[src/rtl/galois_lfsr4.sv]
// -----------------------------------------------------------------------------
// galois_lfsr4
//   Free-running 4-bit maximal-length Galois LFSR, polynomial x^4 + x + 1.
//   Steps through all 15 non-zero states with period 15. Starting from SEED
//   0001 the sequence is:
//   0001 0010 0100 1000 0011 0110 1100 1011 0101 1010 0111 1110 1111 1101 1001.
//
// Parameters
//   WIDTH : register width. Only 4 is supported.
//   TAPS  : XOR mask applied when the shifted-out MSB is 1 (4'b0011).
//   SEED  : value loaded on reset. Must be non-zero unless lockup recovery is
//           built in.
//
// Ports
//   clk   : rising-edge clock, sole clock domain
//   reset : synchronous, active-low reset. Loads SEED and wins over the update.
//   q     : current LFSR state, driven straight from the state register
//
// Build option
//   LFSR_LOCKUP_RECOVER_EN : when defined, the all-zero lockup state steps to
//   0001 instead of holding, and SEED == 0 becomes legal. Non-zero sequences
//   are identical in both builds.
// -----------------------------------------------------------------------------
module galois_lfsr4 #(
    parameter int             WIDTH = 4,
    parameter logic [WIDTH-1:0] TAPS  = 4'b0011,
    parameter logic [WIDTH-1:0] SEED  = 4'b0001
) (
    input  logic             clk,
    input  logic             reset,
    output logic [WIDTH-1:0] q
);

    // Elaboration-time configuration checks.
    if (WIDTH != 4) begin : g_bad_width
        $error("galois_lfsr4: WIDTH must be 4");
    end

`ifndef LFSR_LOCKUP_RECOVER_EN
    // Without recovery a zero seed would sit in the lockup state forever.
    if (SEED == '0) begin : g_bad_seed
        $error("galois_lfsr4: SEED must be non-zero without LFSR_LOCKUP_RECOVER_EN");
    end
`endif

    logic             msb;
    logic [WIDTH-1:0] shifted;
    logic [WIDTH-1:0] step;
    logic [WIDTH-1:0] q_next;

    assign msb = q[WIDTH-1];

    // Shift left by one; the bit falling off the top folds back in through
    // the tap mask (Galois form: XORs sit between stages, not in a chain).
    assign shifted[0] = 1'b0;
    for (genvar i = 1; i < WIDTH; i++) begin : g_shift
        assign shifted[i] = q[i-1];
    end

    for (genvar i = 0; i < WIDTH; i++) begin : g_tap
        assign step[i] = shifted[i] ^ (msb & TAPS[i]);
    end

`ifdef LFSR_LOCKUP_RECOVER_EN
    // The all-zero state is a fixed point of the shift/XOR; kick it back onto
    // the main cycle at 0001.
    always_comb begin
        q_next = step;
        if (q == '0) begin
            q_next = {{(WIDTH-1){1'b0}}, 1'b1};
        end
    end
`else
    assign q_next = step;
`endif

    always_ff @(posedge clk) begin
        if (!reset) begin
            q <= SEED;
        end else begin
            q <= q_next;
        end
    end

endmodule

[config.mk]
export PLATFORM = sky130hd
export DESIGN_NAME = galois_lfsr4
export DESIGN_NICKNAME = d
export VERILOG_FILES = /design/src/rtl/galois_lfsr4.sv
export SDC_FILE = /design/constraint.sdc
export NUM_CORES = 1
export LEC_CHECK = 0
export ABC_AREA = 1
export ABC_CLOCK_PERIOD_IN_PS = 800
export CORE_AREA = 5 5 42 44
export CTS_BUF_LIST = sky130_fd_sc_hd__clkbuf_8
export CTS_CLUSTER_SIZE = 40
export DETAILED_ROUTE_END_ITERATION = 10
export DIE_AREA = 0 0 47 49
export PLACE_DENSITY = 0.3
export SLEW_MARGIN = 20
export SYNTH_ARGS = -nofsm -noshare
export SYNTH_HDL_FRONTEND = slang
export SYNTH_SLANG_ARGS = --single-unit
[constraint.sdc]
create_clock -name clk -period 0.8 [get_ports clk]
set_clock_uncertainty 0.05 [all_clocks]
set_input_delay 0.16 -clock clk [delete_from_list [all_inputs] [get_ports clk]]
set_output_delay 0.16 -clock clk [all_outputs]
set_load 0.05 [all_outputs]
After elaboration in Yosys (flattened, before gate mapping)
Cells that the tools add are included.

Bitwise logic cells: 1.

Operators with widths (number): 1-bit bitwise XOR (1).

Register bits after elaboration: 4. Bits of input ports: 2. Output and inout bits: 4. Logic and storage cells: 2.

Depth between registers and ports, before layout
Depth after elaboration: 1. Gate-level depth with buffers: 3. Mapped depth without buffers: 3.

Worst setup path after synthesis
No wires, ideal clock.

Kind: reg2reg. From: register q[0]. To: register q[1]. Library setup time: 0.115 ns. Data arrival time: 0.813 ns. Data required time: 0.635 ns. Slack: -0.178 ns. Stages on the path, launching flop included: 4. Path buffers: 0. Clock period less this slack: 0.978 ns. Path through: dfxtp_1 nand2_1 nand2_1 nor2_1.

Word-level cells in the longest chain between the ends: 1.

Ends and longest elaborated chain: start, declared (RTL line 31) `output logic [WIDTH-1:0] q`; start signal, assigned (RTL line 81) `q <= q_next;`; 1-bit bitwise XOR (RTL line 61) `assign step[i] = shifted[i] ^ (msb & TAPS[i]);`.

No other way between the ends. A chain may end at the register's enable or synchronous reset.

Final worst setup path
From: register q[0]. To: output q[0].

No word-level cell between the ends.

==> run metrics <==
core area 1400 sq um; Critical Path RT 0.59 ns; input/output buffers 5; post-route clock period utilization 115%; failing checks negative setup slack; Worst Path Class, Setup flip-flop to output port; number of diodes 0; CTS Root Cell clkbuf_8; post-synth top area cell dfxtp_1; initial antenna violation count 0; Tmin final 0.919 ns; fin area 293 sq um; syn_nets 19; vias in the first global route 133; endpoints failing setup 4; Final Max Tran Viols 0; Max Fclk 1.09 GHz; synthesized area 140 sq um; CP bufs+invs 1; flop2flop setup slack 0.03 ns; actual slew at the worst max-slew pin 0.123 ns; largest net degree at the start of global routing 5; Vias 117; nets@finish 27; gpl congestion 0.548; CTS tree yes; share of the synthesized area in the top cell type 57.1%; Crit path max-delay family flip-flops; Layout area overhead 109%; share of cells above drive strength 1 50.0%; Final Hold Fails 0; Synth Register Bits 4; reg2reg end q[1]; DRT iter0 DRCs 6; Vias/cell 2.93; total CTS buffers 3; most frequent cells in the layout 5 x nand2_1, 4 x inv_1, 4 x buf_12; clk buf depth 2; crit-path max cell delay 0.35 ns; smallest setup slack after layout -0.119 ns; Routed Antenna Nets 0; Die W 47 microns; Die Height 49 microns; Post-Layout Cell Count 40; post-synth cell types 5; placed instance count 35; Pleak 0.141 nW; drt total wl 265 microns; die area 2300 sq um; P per Cell Area 2590 nW/um^2; # rows 14; most common cell after layout, fill and taps aside nand2_1; first-pass GRT wire length 503 microns; Placed Area 231 sq um; Layout fillers 162; Sink Count 4; status finished with violations; largest registers q x4; Slowest cell on crit path dfxtp_4; hold depth 2; Cell Chain, Critical Path buf_12; arrival time of the worst setup path 0.71 ns; Max FO, Critical Path 3; RSZ-0062 raised after global routing true; Final HPWL DP 198 microns; Hold Crit Class flip-flop to flip-flop; GRT Total Usage 3.66%; Worst-path clk slew 0.03 ns; top cells by area, synth dfxtp_1 57%, buf_4 16%, nand2_1 13%; r2r startpoint q[3]; max reg flops 4; crit start category flip-flop; drt drc 0; Biggest register q; Hold Path End q[2]; Clk Latency, worst-skew pair 0.22 ns; crit end category output port; Synth Instances 17; I/O pin cnt 6; VDD IR max 1.23 mV; WL per Instance 6.63 microns; Max-slew headroom 91.8%; R2R depth 3; total iterations of the first detailed-routing run 2; MaxCap Viol Count 0; sequential area share after synthesis 57.1%; grt total ovfl 0; starting density of the core 10.0%; Syn. warnings 0; syn avg cell area 8.24 sq um; H-tree depth 1; hold_sp q[1]
routing by layer:
layer  share of wire (%)  up-vias  GRT usage, %
li1                    -       58             -
met1                  41       51          3.29
met2                  42        6          3.39
met3                  10        2          2.58
met4                 7.2        0          6.91
met5                   0        -             0
worst register-to-register path: stages, from the launching register on:
cell     delay, ns
dfxtp_4       0.34
buf_4         0.13
nor2_1        0.09
nor2_1        0.05
worst max path at each step:
| stage | from | end | slack [ns] | cells after the start |
|---|---|---|---|---|
| final | q[0] | q[0] | -0.12 | 1 |
| after global routing | q[0] | q[0] | -0.14 | 1 |
| after CTS | q[0] | q[0] | -0.13 | 1 |
| after detailed placement | reset | q[1] | -0.13 | 3 |
| after global placement | reset | q[1] | -0.14 | 3 |
| after floorplan | q[3] | q[3] | 0.05 | 1 |
area by class of cell:
type	instances	area, sq um	area share [%]
clock inverters	1	3.75	1.28
repair buffers	6	97.6	33.3
multi-input cells	7	26.3	8.97
flip-flops and latches	4	92.6	31.6
inverters	3	11.3	3.85
well taps	16	20.0	6.84
clock buffers	3	41.3	14.1
cell families (layout without fill, tap and decap cells):
logic type             count (synthesis)  in the layout  synth area share (%)
AND/OR/NAND/NOR                        7              7                  18.8
buffers and inverters                  6             13                  24.1
flip-flops                             4              4                  57.1
power breakdown:
| part | internal, mW | leakage [nW] | total [mW] | switching, mW |
|---|---|---|---|---|
| sequential | 0.209 | 0.0351 | 0.221 | 0.0127 |
| combinational | 0.0517 | 0.0787 | 0.103 | 0.0513 |
| clock | 0.327 | 0.0269 | 0.435 | 0.108 |
synth_stat cells, drive strengths merged:
cell type  instances
inv                3
nor2               2
dfxtp              4
nand2              5
buf                3
timing repair:
item	in CTS	in global routing
hold buffers	0	0
setup buffers	1	0
gates resized for setup	4	1
endpoints found under the setup margin	4	5
through the flow:
stage          TNS (ns)  worst slack, ns  hold slack, ns  power [mW]  utilization [%]
3_5_place_dp     -0.418           -0.128           0.422       0.328             16.5
5_1_grt          -0.532           -0.140           0.432       0.810             20.9
6_report         -0.439           -0.119           0.404       0.760             20.9
2_1_floorplan         0           0.0533           0.178       0.279                -
3_3_place_gp     -0.424           -0.141           0.423       0.329             16.5
4_1_cts          -0.462           -0.126           0.403       0.774             20.7
Note: power is estimated with default switching activity, not from simulation.
